--- src/rtl/interrupt_sequencer.sv ---
// Interrupt / RTI stack sequencer: pushes PC and CCR on interrupt entry, pops them on RTI.
// Optional pending-interrupt latch is enabled with the INT_PENDING_LATCH_EN macro.
module interrupt_sequencer (
  input  logic        clk,
  input  logic        rst,
  input  logic        interrupt,
  input  logic        rti,
  input  logic        load_use,
  input  logic [31:0] pc,
  input  logic [2:0]  ccr,
  output logic        stack_sig,
  output logic        mem_wr,
  output logic        mem_rd,
  output logic        pop_pc1,
  output logic        pop_pc2,
  output logic        pop_ccr,
  output logic        flush,
  output logic        busy,
  output logic        fetch_pc_enable,
  output logic [1:0]  mem_data_sel,
  output logic [1:0]  pc_sel,
  output logic [15:0] save_data
);

  typedef enum logic [3:0] {
    IDLE,
    INT_PUSH_PCH,
    INT_PUSH_PCL,
    INT_PUSH_CCR,
    INT_VECTOR,
    RTI_POP_CCR,
    RTI_POP_PCL,
    RTI_POP_PCH,
    RTI_RESUME
  } state_e;

  state_e      state_q, state_d;
  logic [31:0] saved_pc_q, saved_pc_d;
  logic [2:0]  saved_ccr_q, saved_ccr_d;
  logic        pending_now;
  logic        int_req;
  logic        int_take;

  assign int_req  = interrupt | pending_now;
  assign int_take = (state_q == IDLE) && int_req && !rti && !load_use;

`ifdef INT_PENDING_LATCH_EN
  logic pending_q, pending_d;

  // Any request not taken this cycle is remembered once; taking an entry consumes it.
  always_comb begin
    pending_d = (pending_q | interrupt) & ~int_take;
  end

  always_ff @(posedge clk) begin
    if (rst) pending_q <= 1'b0;
    else     pending_q <= pending_d;
  end

  assign pending_now = pending_q;
`else
  assign pending_now = 1'b0;
`endif

  always_comb begin
    // NOTE: every always_comb output gets a default first so no path can infer a latch.
    state_d     = state_q;
    saved_pc_d  = saved_pc_q;
    saved_ccr_d = saved_ccr_q;
    if (!load_use) begin
      unique case (state_q)
        IDLE: begin
          if (rti) begin
            state_d = RTI_POP_CCR;
          end else if (int_req) begin
            state_d     = INT_PUSH_PCH;
            saved_pc_d  = pc;
            saved_ccr_d = ccr;
          end
        end
        INT_PUSH_PCH: state_d = INT_PUSH_PCL;
        INT_PUSH_PCL: state_d = INT_PUSH_CCR;
        INT_PUSH_CCR: state_d = INT_VECTOR;
        INT_VECTOR:   state_d = IDLE;
        RTI_POP_CCR:  state_d = RTI_POP_PCL;
        RTI_POP_PCL:  state_d = RTI_POP_PCH;
        RTI_POP_PCH:  state_d = RTI_RESUME;
        RTI_RESUME:   state_d = IDLE;
        default:      state_d = IDLE;
      endcase
    end
  end

  // NOTE: reset is synchronous, sampled on the clock edge like any other input.
  always_ff @(posedge clk) begin
    if (rst) begin
      // NOTE: sequential state uses non-blocking assignments so all flops update together.
      state_q     <= IDLE;
      saved_pc_q  <= 32'h0;
      saved_ccr_q <= 3'b0;
    end else begin
      state_q     <= state_d;
      saved_pc_q  <= saved_pc_d;
      saved_ccr_q <= saved_ccr_d;
    end
  end

  always_comb begin
    stack_sig       = 1'b0;
    mem_wr          = 1'b0;
    mem_rd          = 1'b0;
    pop_pc1         = 1'b0;
    pop_pc2         = 1'b0;
    pop_ccr         = 1'b0;
    flush           = 1'b0;
    busy            = 1'b0;
    fetch_pc_enable = 1'b1;
    mem_data_sel    = 2'b00;
    pc_sel          = 2'b00;

    if (state_q != IDLE) begin
      flush           = 1'b1;
      busy            = 1'b1;
      fetch_pc_enable = 1'b0;
    end

    unique case (state_q)
      INT_PUSH_PCH: begin stack_sig = 1'b1; mem_wr = 1'b1; mem_data_sel = 2'b01; end
      INT_PUSH_PCL: begin stack_sig = 1'b1; mem_wr = 1'b1; mem_data_sel = 2'b10; end
      INT_PUSH_CCR: begin stack_sig = 1'b1; mem_wr = 1'b1; mem_data_sel = 2'b11; end
      INT_VECTOR:   begin mem_rd = 1'b1; pc_sel = 2'b10; end
      RTI_POP_CCR:  begin stack_sig = 1'b1; mem_rd = 1'b1; pop_ccr = 1'b1; end
      RTI_POP_PCL:  begin stack_sig = 1'b1; mem_rd = 1'b1; pop_pc2 = 1'b1; end
      RTI_POP_PCH:  begin stack_sig = 1'b1; mem_rd = 1'b1; pop_pc1 = 1'b1; end
      RTI_RESUME:   pc_sel = 2'b01;
      default: ;
    endcase

    // A stall freezes the sequence: no memory side effects or redirect while held.
    if (load_use && (state_q != IDLE)) begin
      mem_wr  = 1'b0;
      mem_rd  = 1'b0;
      pop_pc1 = 1'b0;
      pop_pc2 = 1'b0;
      pop_ccr = 1'b0;
      pc_sel  = 2'b00;
    end
  end

  always_comb begin
    unique case (mem_data_sel)
      2'b01:   save_data = saved_pc_q[31:16];
      2'b10:   save_data = saved_pc_q[15:0];
      2'b11:   save_data = {13'b0, saved_ccr_q};
      default: save_data = 16'h0000;
    endcase
  end

endmodule

--- config.mk ---
export PLATFORM = sky130hd
export DESIGN_NAME = interrupt_sequencer
export DESIGN_NICKNAME = d
export VERILOG_FILES = /design/src/rtl/interrupt_sequencer.sv
export SDC_FILE = /design/constraint.sdc
export NUM_CORES = 1
export LEC_CHECK = 0
export ABC_AREA = 1
export BUFFER_PORTS_ARGS = -buffer_cell sky130_fd_sc_hd__buf_2
export CAP_MARGIN = 25
export CORE_MARGIN = 5
export CORE_UTILIZATION = 48
export DETAILED_ROUTE_END_ITERATION = 10
export PLACE_DENSITY = 0.81
export SLEW_MARGIN = 20
export SYNTH_ARGS = -nofsm -noshare
export SYNTH_HDL_FRONTEND = slang
export SYNTH_SLANG_ARGS = --single-unit
--- constraint.sdc ---
create_clock -name clk -period 1.8 [get_ports clk]
set_input_delay 0.54 -clock clk [delete_from_list [all_inputs] [get_ports clk]]
set_output_delay 0.54 -clock clk [all_outputs]
set_load 0.05 [all_outputs]
# After elaboration in Yosys (flattened, before gate mapping)
# Cells that the tools add are included.
[op_classes] n_eq_ne=12 n_mux=20 n_bitwise=2 n_reduce_logical=8
[op_table] op="$pmux 16 s3" count=1
[op_table] op="$pmux 4 s7" count=1
[op_table] op="$eq 4x3->1 const B" count=4
[op_table] op="$mux 1" count=13
[op_table] op="$eq 4x2->1 const B" count=2
[op_table] op="$mux 4" count=2
[op_table] op="$pmux 2 s3" count=1
[op_table] op="$reduce_or 6->1" count=1
[op_table] op="$eq 2x2->1 const B" count=2
[op_table] op="$eq 4x1->1 const B" count=1
[op_table] op="$eq 4x4->1 const B" count=1
[op_table] op="$logic_not 4->1" count=1
[op_table] op="$pmux 2 s2" count=1
[op_table] op="$reduce_and 4->1" count=1
[op_table] op="$reduce_bool 4->1" count=1
[op_table] op="$reduce_or 4->1" count=1
[op_table] op="$ne 3x3->1 const B" count=1
[op_table] op="$reduce_or 3->1" count=1
[op_table] op="$eq 2x1->1 const B" count=1
[op_table] op="$mux 2" count=1
[op_table] op="$not 1->1" count=2
[op_table] op="$reduce_and 2->1" count=1
[op_table] op="$logic_and 1x1->1" count=1
[totals] reg_bits=39 in_bits=40 out_inout_bits=29 word_cells=45

# Longest topological paths before layout
# Gate-level depths: netlist (run 1).
[logic_depth] ltp_word=4 depth_mapped=8 depth_no_buf=7

# Worst setup path before layout (run 1)
# Ideal clock, no wire load.
[synth_timing] kind="input to output" from="input port load_use" to="output port pc_sel[0]" arrival_ns=2.093 required_time_ns=1.260 setup_slack_ns=-0.833 path_stages=1 n_path_buf=0 path_cell_list="nor4_1"
[synth_between] elab_chain_cells=2
[synth_rtl] item="start, declared" line="8" rtl="input logic load_use,"
[synth_rtl] item="$logic_and 1x1->1" line="140" rtl="if (load_use && (state_q != IDLE)) begin"
[synth_rtl] item="$mux 2" line="140"
[synth_rtl] item="end, declared" line="21" rtl="output logic [1:0] pc_sel,"
# Every way passes these cells.

# Final worst setup path (run 1)
[layout_timing] from="register state_q[1]" to="output port save_data[7]"
[layout_between] elab_chain_cells=4 elab_cells_between_ends=8 classes_between="eq/ne (6); mux (2)"
[layout_rtl] item="start, declared" line="37" rtl="state_e state_q, state_d;"
[layout_rtl] item="start signal, assigned" line="102" rtl="state_q <= state_d;"
[layout_rtl] item="$eq 4x2->1 or $eq 4x1->1 (tied branches)" line="127" rtl="unique case (state_q)"
[layout_rtl] item="$pmux 2 s3 (*)" line="127"
[layout_rtl] item="$eq 2x2->1 or $eq 2x1->1 (tied branches)" line="151" rtl="unique case (mem_data_sel)"
[layout_rtl] item="$pmux 16 s3 (*)" line="151"
[layout_rtl] item="end, declared" line="22" rtl="output logic [15:0] save_data"
# Every way passes the cells marked *; elsewhere a longest branch is shown, timed or not.

==> metrics.md, run 1 <==
| Metric | Value |
|---|---|
| Status | `complete, but fails checks` |
| Failing checks | `setup timing` |
| Met2 routed WL | `2890 um` |
| Core ar. | `0.00369 mm2` |
| Die X | `72.1 um` |
| Hpwl dp | `3190 um` |
| Via count | `1951` |
| Cells after DPL | `365` |
| DR iter-0 viols | `129` |
| Final period utilization | `1.09` |
| Worst Max-Slew Pin Slew | `0.338 ns` |
| CTS buffer count | `5` |
| Synth top area cells | `dfxtp_1, nor2_1, o21ai_0` |
| Worst setup EP type | `primary output` |
| Total gr overflow | `0` |
| Post-synthesis sequential area ratio | `0.422` |
| Final Skew | `0.00856 ns` |
| CP max FO | `11` |
| Initial Utilization | `0.501` |
| Final hold viol count | `0` |
| Full die area | `0.00519 mm2` |
| I/O pin count | `69` |
| Largest net degree at the start of global routing | `39` |
| Max VDD drop | `0.497 mV` |
| Endpoints failing setup | `26` |
| Gr usage total | `0.192` |
| Via-to-Cell Ratio | `5.15` |
| Max_cap viols | `0` |
| Post-layout worst setup margin | `-0.165 ns` |
| Cell taking the most area after synthesis | `dfxtp_1` |
| Wire length on met1 | `2030 um` |
| Tmin final | `1.97 ns` |
| Row cnt | `22` |
| Clock buffer depth | `2` |
| CP Class | `register to primary output` |
| Synth Flop Type | `dfxtp_1` |
| DIE HEIGHT | `72.1 um` |
| Nets | `370` |
| Antenna Cells | `0` |
| Max-slew headroom | `0.774` |
| Worst EP arrival | `1.43 ns` |
| Worst hold slack | `0.408 ns` |
| Initial antenna violation count | `0` |
| Fmax | `509 MHz` |
| Antenna Nets Post-Route | `0` |
| Yosys warns | `0` |
| CTS tree | `done` |
| Vias in the first global route | `1820` |
| First-pass iteration count of the detailed router | `4` |
| EDFF count, synth | `0` |
| Drt wl/cell | `14.2 um` |
| Post-synthesis sequential element count | `39` |
| FFs w/ async S/R, synth | `0` |
| CTS sink count | `39` |
| Worst-Skew Late Latency | `0.29 ns` |
| CTS clk-pin slew, worst paths | `0.07 ns` |
| CTS H-tree lvls | `2` |
| RSZ-0062 raised after global routing | `true` |
| Post-Syn Instances | `245` |
| Final Routed Wirelength | `5380 um` |
| Hold Buf Count CTS | `0` |
| Required time worst endpoint | `1.26 ns` |
| Port bufs | `68` |
| Final TNS setup | `-2.84 ns` |
| Min-Delay Path Class | `primary input to register` |
| PwrDens | `882 mW/mm2` |
| Crit path launch type | `register` |
| Syn_nets | `285` |
| Global-route wire length before repair | `7910 um` |
| Distinct cells, synth | `25` |
| CTS root buf | `clkbuf_8` |
| Area grow syn2layout | `50.0%` |
| Synth top area share | `0.422` |
| Gpl congestion | `0.851` |
| Non-filler cells, final | `379` |
| DRC Markers | `0` |
| Share of layout cells above drive strength 1 | `0.429` |
| Pre-CTS WS | `-0.0200 ns` |
| LEAKAGE | `1.27 nW` |
| Highest routed layer | `met4` |
| Slew Viols, Final | `0` |
| Post-Syn Area | `0.00185 mm2` |
| Mean Syn Cell Area | `7.54 um2` |
| Met3 routed WL | `297 um` |
metal layers:
| layer | vias up | GRT usage |
|---|---|---|
| li1 | 962 | - |
| met1 | 893 | 0.212 |
| met2 | 78 | 0.348 |
| met3 | 18 | 0.0443 |
| met4 | 0 | 0.0856 |
| met5 | - | 0 |
synthesized netlist by cell type, types with 2 or more instances:
master	number
clkbuf_1	4
buf_6	4
nor2_4	4
o21ai_1	9
inv_1	10
nor2_1	82
o21ai_0	27
a22o_1	13
nand3_1	7
buf_4	2
dfxtp_1	39
inv_2	2
nand2_1	26
nor2_2	3
buf_8	2
a21oi_1	2
report_power, final:
group | total [mW] | internal (mW) | switching [mW]
logic | 0.649 | 0.261 | 0.388
clock network | 0.856 | 0.554 | 0.302
registers | 0.939 | 0.910 | 0.0295
total | 2.44 | 1.73 | 0.719
logic make-up (layout without fill, tap and decap cells):
| kind of cell | Yosys count | count (layout) | synth area share |
|---|---|---|---|
| simple gates | 128 | 128 | 0.310 |
| compound gates | 51 | 51 | 0.165 |
| buf+inv | 27 | 113 | 0.103 |
| flops | 39 | 39 | 0.422 |
area by class of cell:
type / instances / area [um2]
flip-flops and latches: 39 / 785
multi-input cells: 179 / 975
fillers: 275 / 917
repair buffers: 91 / 754
inverters: 14 / 65.1
well taps: 48 / 60.1
clock inverters: 2 / 60.1
clock buffers: 6 / 72.6
per-stage QoR:
step	total power, mW	util	instance area [um2]
floorplan	1.33	-	1890
global placement	1.47	0.629	2320
detailed placement	1.48	0.629	2320
CTS	2.39	0.729	2690
global route	2.53	0.751	2770
finish	2.44	0.751	2770
worst max-delay path, cell delays in order, from the launching register on:
cell,delay [ns]
dfxtp_2,0.34
inv_2,0.09
nand2_2,0.08
nor2_4,0.15
buf_12,0.15
a22o_1,0.16
buf_6,0.16
flip-flops by register name (all words and copies together) (netlist names):
signal       cells
saved_ccr_q      3
saved_pc_q      32
state_q          4
final timing paths:
kind / slack (ns) / cells past startpoint / end / start
worst min register to register: 0.49 / 2 / saved_ccr_q[1]$_SDFFE_PP0P_ / saved_ccr_q[1]$_SDFFE_PP0P_
worst max register to register: 0.18 / 10 / saved_pc_q[18]$_SDFFE_PP0P_ / state_q[2]$_SDFFE_PP0P_
worst max-delay path: -0.17 / 6 / save_data[7] / state_q[1]$_SDFFE_PP0P_
worst min-delay path: 0.41 / 2 / state_q[3]$_SDFFE_PP0P_ / rst
cells in the final DEF (no fill, tap or decap), types with 3 or more instances in the layout:
| cell | n |
|---|---|
| nor2_4 | 6 |
| buf_2 | 40 |
| nand3_2 | 3 |
| nor2_1 | 76 |
| dfxtp_2 | 3 |
| inv_2 | 6 |
| nand3_1 | 4 |
| buf_4 | 16 |
| buf_6 | 27 |
| nand2_2 | 4 |
| nor2_2 | 7 |
| buf_8 | 6 |
| nand2_1 | 22 |
| clkbuf_8 | 5 |
| a22o_2 | 6 |
| dfxtp_1 | 36 |
| a22o_1 | 6 |
| o21ai_0 | 27 |
| inv_1 | 6 |
| o21ai_1 | 9 |
what timing repair did:
action / 4_1_cts / 5_1_grt
endpoints found under the setup margin: 26 / 29
pin swaps: 5 / 3
setup buffers: 3 / 3
gates resized for setup: 70 / 17
Power figures use the tool's default switching activity.
==> inputs of run 2 (changes only) <==
--- a/config.mk
+++ b/config.mk
@@ -12,6 +12,7 @@
 export CORE_UTILIZATION = 48
 export DETAILED_ROUTE_END_ITERATION = 10
 export PLACE_DENSITY = 0.81
+export SETUP_SLACK_MARGIN = 0.5
 export SLEW_MARGIN = 20
 export SYNTH_ARGS = -nofsm -noshare
 export SYNTH_HDL_FRONTEND = slang
==> metrics.md, run 2 <==
| Metric | Value |
|---|---|
| Status | `aborted with a tool error` |
| Stopped at | `5_1_grt` |
| Stop err | `[ERROR DPL-0038] Utilization greater than 100%, impossible to legalize` |
| Synth Area in Compound Gates | `0.165` |
| Post-Syn Area | `0.00185 mm2` |
| CTS H-tree lvls | `2` |
| DIE HEIGHT | `72.1 um` |
| Post-Synth Adder-Cell Area | `0` |
| Clock buffer depth | `2` |
| Post-synthesis sequential area ratio | `0.422` |
| Post-synthesis sequential element count | `39` |
| Grt repair worst endpoint | `save_data[7]` |
| Hpwl dp | `3340 um` |
| Die X | `72.1 um` |
| Largest net degree at the start of global routing | `39` |
| Mux cell area share after synthesis | `0` |
| Post-synthesis simple-gate area fraction | `0.310` |
| CTS root buf | `clkbuf_8` |
| Commonest cells post-synth | `nor2_1, dfxtp_1, o21ai_0` |
| Yosys warns | `0` |
| Cell taking the most area after synthesis | `dfxtp_1` |
| Synth top area share | `0.422` |
| FFs w/ async S/R, synth | `0` |
| Distinct cells, synth | `25` |
| Xor-xnor portion of the synthesized cell area | `0` |
| Largest family of logic cells by synthesized area | `simple AND/OR/NAND/NOR gates` |
| Synth top area cells | `dfxtp_1, nor2_1, o21ai_0` |
| Post-Syn Instances | `245` |
| CTS buffer count | `5` |
| CTS sink count | `39` |
| Gpl congestion | `0.920` |
| Initial Utilization | `0.501` |
| Hold Buf Count CTS | `0` |
| Synth Flop Type | `dfxtp_1` |
| Worst endpoint type | `primary output` |
| EDFF count, synth | `0` |
| Syn_nets | `285` |
| Mean Syn Cell Area | `7.54 um2` |
| Port bufs | `68` |
| Count leader, synth | `nor2_1` |
| Row cnt | `22` |
| Pre-CTS WS | `-0.000622 ns` |
| I/O pin count | `69` |
-- run 2: repair_timing --
action	in CTS
buffers inserted	12
pin swaps	11
gates cloned	11
setup endpoints to repair	67
resized for setup	132
-- run 2: kinds of logic after synthesis --
| group | Yosys count |
|---|---|
| compound gates | 51 |
| flops | 39 |
| buf+inv | 27 |
| simple gates | 128 |
-- run 2: through the flow --
stage          cell area (um2)  std cells  hold WS (ns)
4_1_cts                   3350        390         0.406
3_5_place_dp              2560        359         0.475
3_3_place_gp              2560        359         0.463
2_1_floorplan             2190        245         0.454
==> inputs of run 3 (changes only) <==
--- a/config.mk
+++ b/config.mk
@@ -9,10 +9,9 @@
 export BUFFER_PORTS_ARGS = -buffer_cell sky130_fd_sc_hd__buf_2
 export CAP_MARGIN = 25
 export CORE_MARGIN = 5
-export CORE_UTILIZATION = 48
+export CORE_UTILIZATION = 40
 export DETAILED_ROUTE_END_ITERATION = 10
-export PLACE_DENSITY = 0.81
-export SETUP_SLACK_MARGIN = 0.5
+export PLACE_DENSITY_LB_ADDON = 0.15
 export SLEW_MARGIN = 20
 export SYNTH_ARGS = -nofsm -noshare
 export SYNTH_HDL_FRONTEND = slang
==> metrics.md, run 3 (synthesis gave the netlist of run 1 again) <==
| Metric | Value |
|---|---|
| Global-route wire length before repair | `7910 um` |
| CP Class | `register to primary output` |
| Die X | `78.0 um` |
| Max-slew headroom | `0.809` |
| I/O pin count | `69` |
| Hold wc startpoint | `rst` |
| Reg2reg start | `state_q[1]$_SDFFE_PP0P_` |
| Gpl congestion | `0.800` |
| Initial antenna violation count | `0` |
| Failing checks | `setup timing` |
| Full die area | `0.00608 mm2` |
| Vias in the first global route | `1750` |
| Reg2reg setup slack | `0.18 ns` |
| Largest stage delay, worst path | `0.37 ns` |
| PwrDens | `775 mW/mm2` |
| Clock buffer depth | `2` |
| CTS root buf | `clkbuf_8` |
| DR iter-0 viols | `98` |
| LEAKAGE | `1.30 nW` |
| Final hold viol count | `0` |
| DIE HEIGHT | `78.0 um` |
| Antenna Nets Post-Route | `0` |
| Hold endpoint | `state_q[3]$_SDFFE_PP0P_` |
| Via count | `1843` |
| Flip-flop count of the largest register after layout | `32` |
| CTS tree | `done` |
| Wire length on met1 | `2190 um` |
| Crit path launch type | `register` |
| Row cnt | `24` |
| Slew Viols, Final | `0` |
| Status | `complete, but fails checks` |
| Gr usage total | `0.159` |
| Worst setup EP type | `primary output` |
| Core ar. | `0.00441 mm2` |
| Cells after DPL | `367` |
| Via-to-Cell Ratio | `4.84` |
| Hold path cells | `2` |
| Register area | `793 um2` |
| DRC Markers | `0` |
| Fillers | `386` |
| Met3 routed WL | `273 um` |
| Endpoints failing setup | `27` |
| Highest routed layer | `met4` |
| Worst EP arrival | `1.41 ns` |
| Crit-path cells | `inv_4, nand2_4, nor2_4, buf_6, a22o_1, buf_6` |
| Hold Buf Count CTS | `0` |
| Multi-input gate area | `0.00104 mm2` |
| Most frequent cells in the layout | `nor2_1, buf_2, dfxtp_1, o21ai_0, buf_6` |
| Tot Pwr | `2.19 mW` |
| Post-layout worst setup margin | `-0.146 ns` |
| CP max stage cell | `dfxtp_4` |
| Top flop regs | `saved_pc_q: 32 flops, state_q: 4 flops, saved_ccr_q: 3 flops` |
| Area grow syn2layout | `52.6%` |
| Worst Max-Slew Pin Slew | `0.285 ns` |
| Non-filler cells, final | `381` |
| Drt wl/cell | `13.2 um` |
| FF-to-FF path depth | `9` |
| Max VDD drop | `0.449 mV` |
| Initial Utilization | `0.419` |
| Worst-Skew Late Latency | `0.30 ns` |
| Antenna Cells | `0` |
| Required time worst endpoint | `1.26 ns` |
| Min-Delay Path Class | `primary input to register` |
| Nets | `368` |
| Total gr overflow | `0` |
| Reg-to-reg endpoint | `saved_pc_q[18]$_SDFFE_PP0P_` |
| Most flop-heavy register | `saved_pc_q` |
| Largest net degree at the start of global routing | `39` |
| CTS clk-pin slew, worst paths | `0.07 ns` |
| Port bufs | `68` |
| First-pass iteration count of the detailed router | `4` |
| CTS buffer count | `5` |
| Final period utilization | `1.08` |
| Final Routed Wirelength | `5020 um` |
| Final Skew | `0.00669 ns` |
| Tmin final | `1.95 ns` |
| RSZ-0062 raised after global routing | `true` |
| CP max FO | `5` |
| Met2 routed WL | `2480 um` |
| Fmax | `514 MHz` |
| Max_cap viols | `0` |
| CP dominant cell by count | `buf_6` |
| Hpwl dp | `3230 um` |
| CTS sink count | `39` |
| Share of layout cells above drive strength 1 | `0.450` |
| CTS H-tree lvls | `2` |
| Commonest non-fill, non-tap cell in the layout | `nor2_1` |
## run 3: worst max-delay path: cells and delay by family (launching register included)
kind | cells | cell delay (ns)
compound gates | 1 | 0.16
buf+inv | 3 | 0.36
flops | 1 | 0.37
simple gates | 2 | 0.21
## run 3: cell type report
type | count | area share
Timing Repair Buffer | 89 | 0.269
Clock buffer | 6 | 0.0257
Inverter | 14 | 0.0275
Clock inverter | 2 | 0.00444
Multi-Input combinational cell | 179 | 0.369
Sequential cell | 39 | 0.281
Tap cell | 52 | 0.0231
## run 3: repair_timing
| item | CTS | global route |
|---|---|---|
| pin swaps | 5 | 14 |
| gates cloned | 1 | 0 |
| endpoints found under the setup margin | 28 | 29 |
| buffers inserted | 4 | 2 |
| gates resized for setup | 83 | 35 |
## run 3: per-layer routing
layer / GRT usage / vias to the layer above
met4: 0.0625 / 0
li1: - / 954
met2: 0.263 / 48
met5: 0 / -
met3: 0.0405 / 8
met1: 0.198 / 833
## run 3: how the worst max path moves through the flow
stage / from / endpoint / slack (ns) / cells after the start
after global placement: load_use / pop_pc1 / -0.03 / 5
after floorplan: load_use / pc_sel[0] / -0.24 / 1
after global routing: state_q[0]$_SDFFE_PP0P_ / save_data[3] / -0.21 / 6
after CTS: state_q[3]$_SDFFE_PP0P_ / save_data[7] / -0.15 / 6
after detailed placement: load_use / pop_pc1 / -0.03 / 5
final: state_q[3]$_SDFFE_PP0P_ / save_data[3] / -0.15 / 6
## run 3: stage by stage
step                utilization  TNS (ns)  setup WS [ns]  hold slack, ns  cell area (um2)
floorplan                     -    -0.240         -0.240           0.454             1890
global placement          0.521   -0.0282        -0.0282           0.464             2300
detailed placement        0.521   -0.0380        -0.0335           0.472             2300
CTS                       0.606     -2.33         -0.149           0.393             2670
global route              0.639     -4.25         -0.213           0.410             2820
finish                    0.639     -2.61         -0.146           0.406             2820
## run 3: power breakdown
| group | internal (mW) | switching (mW) | total (mW) |
|---|---|---|---|
| registers | 0.909 | 0.0333 | 0.942 |
| clock network | 0.271 | 0.313 | 0.584 |
| logic | 0.271 | 0.389 | 0.660 |
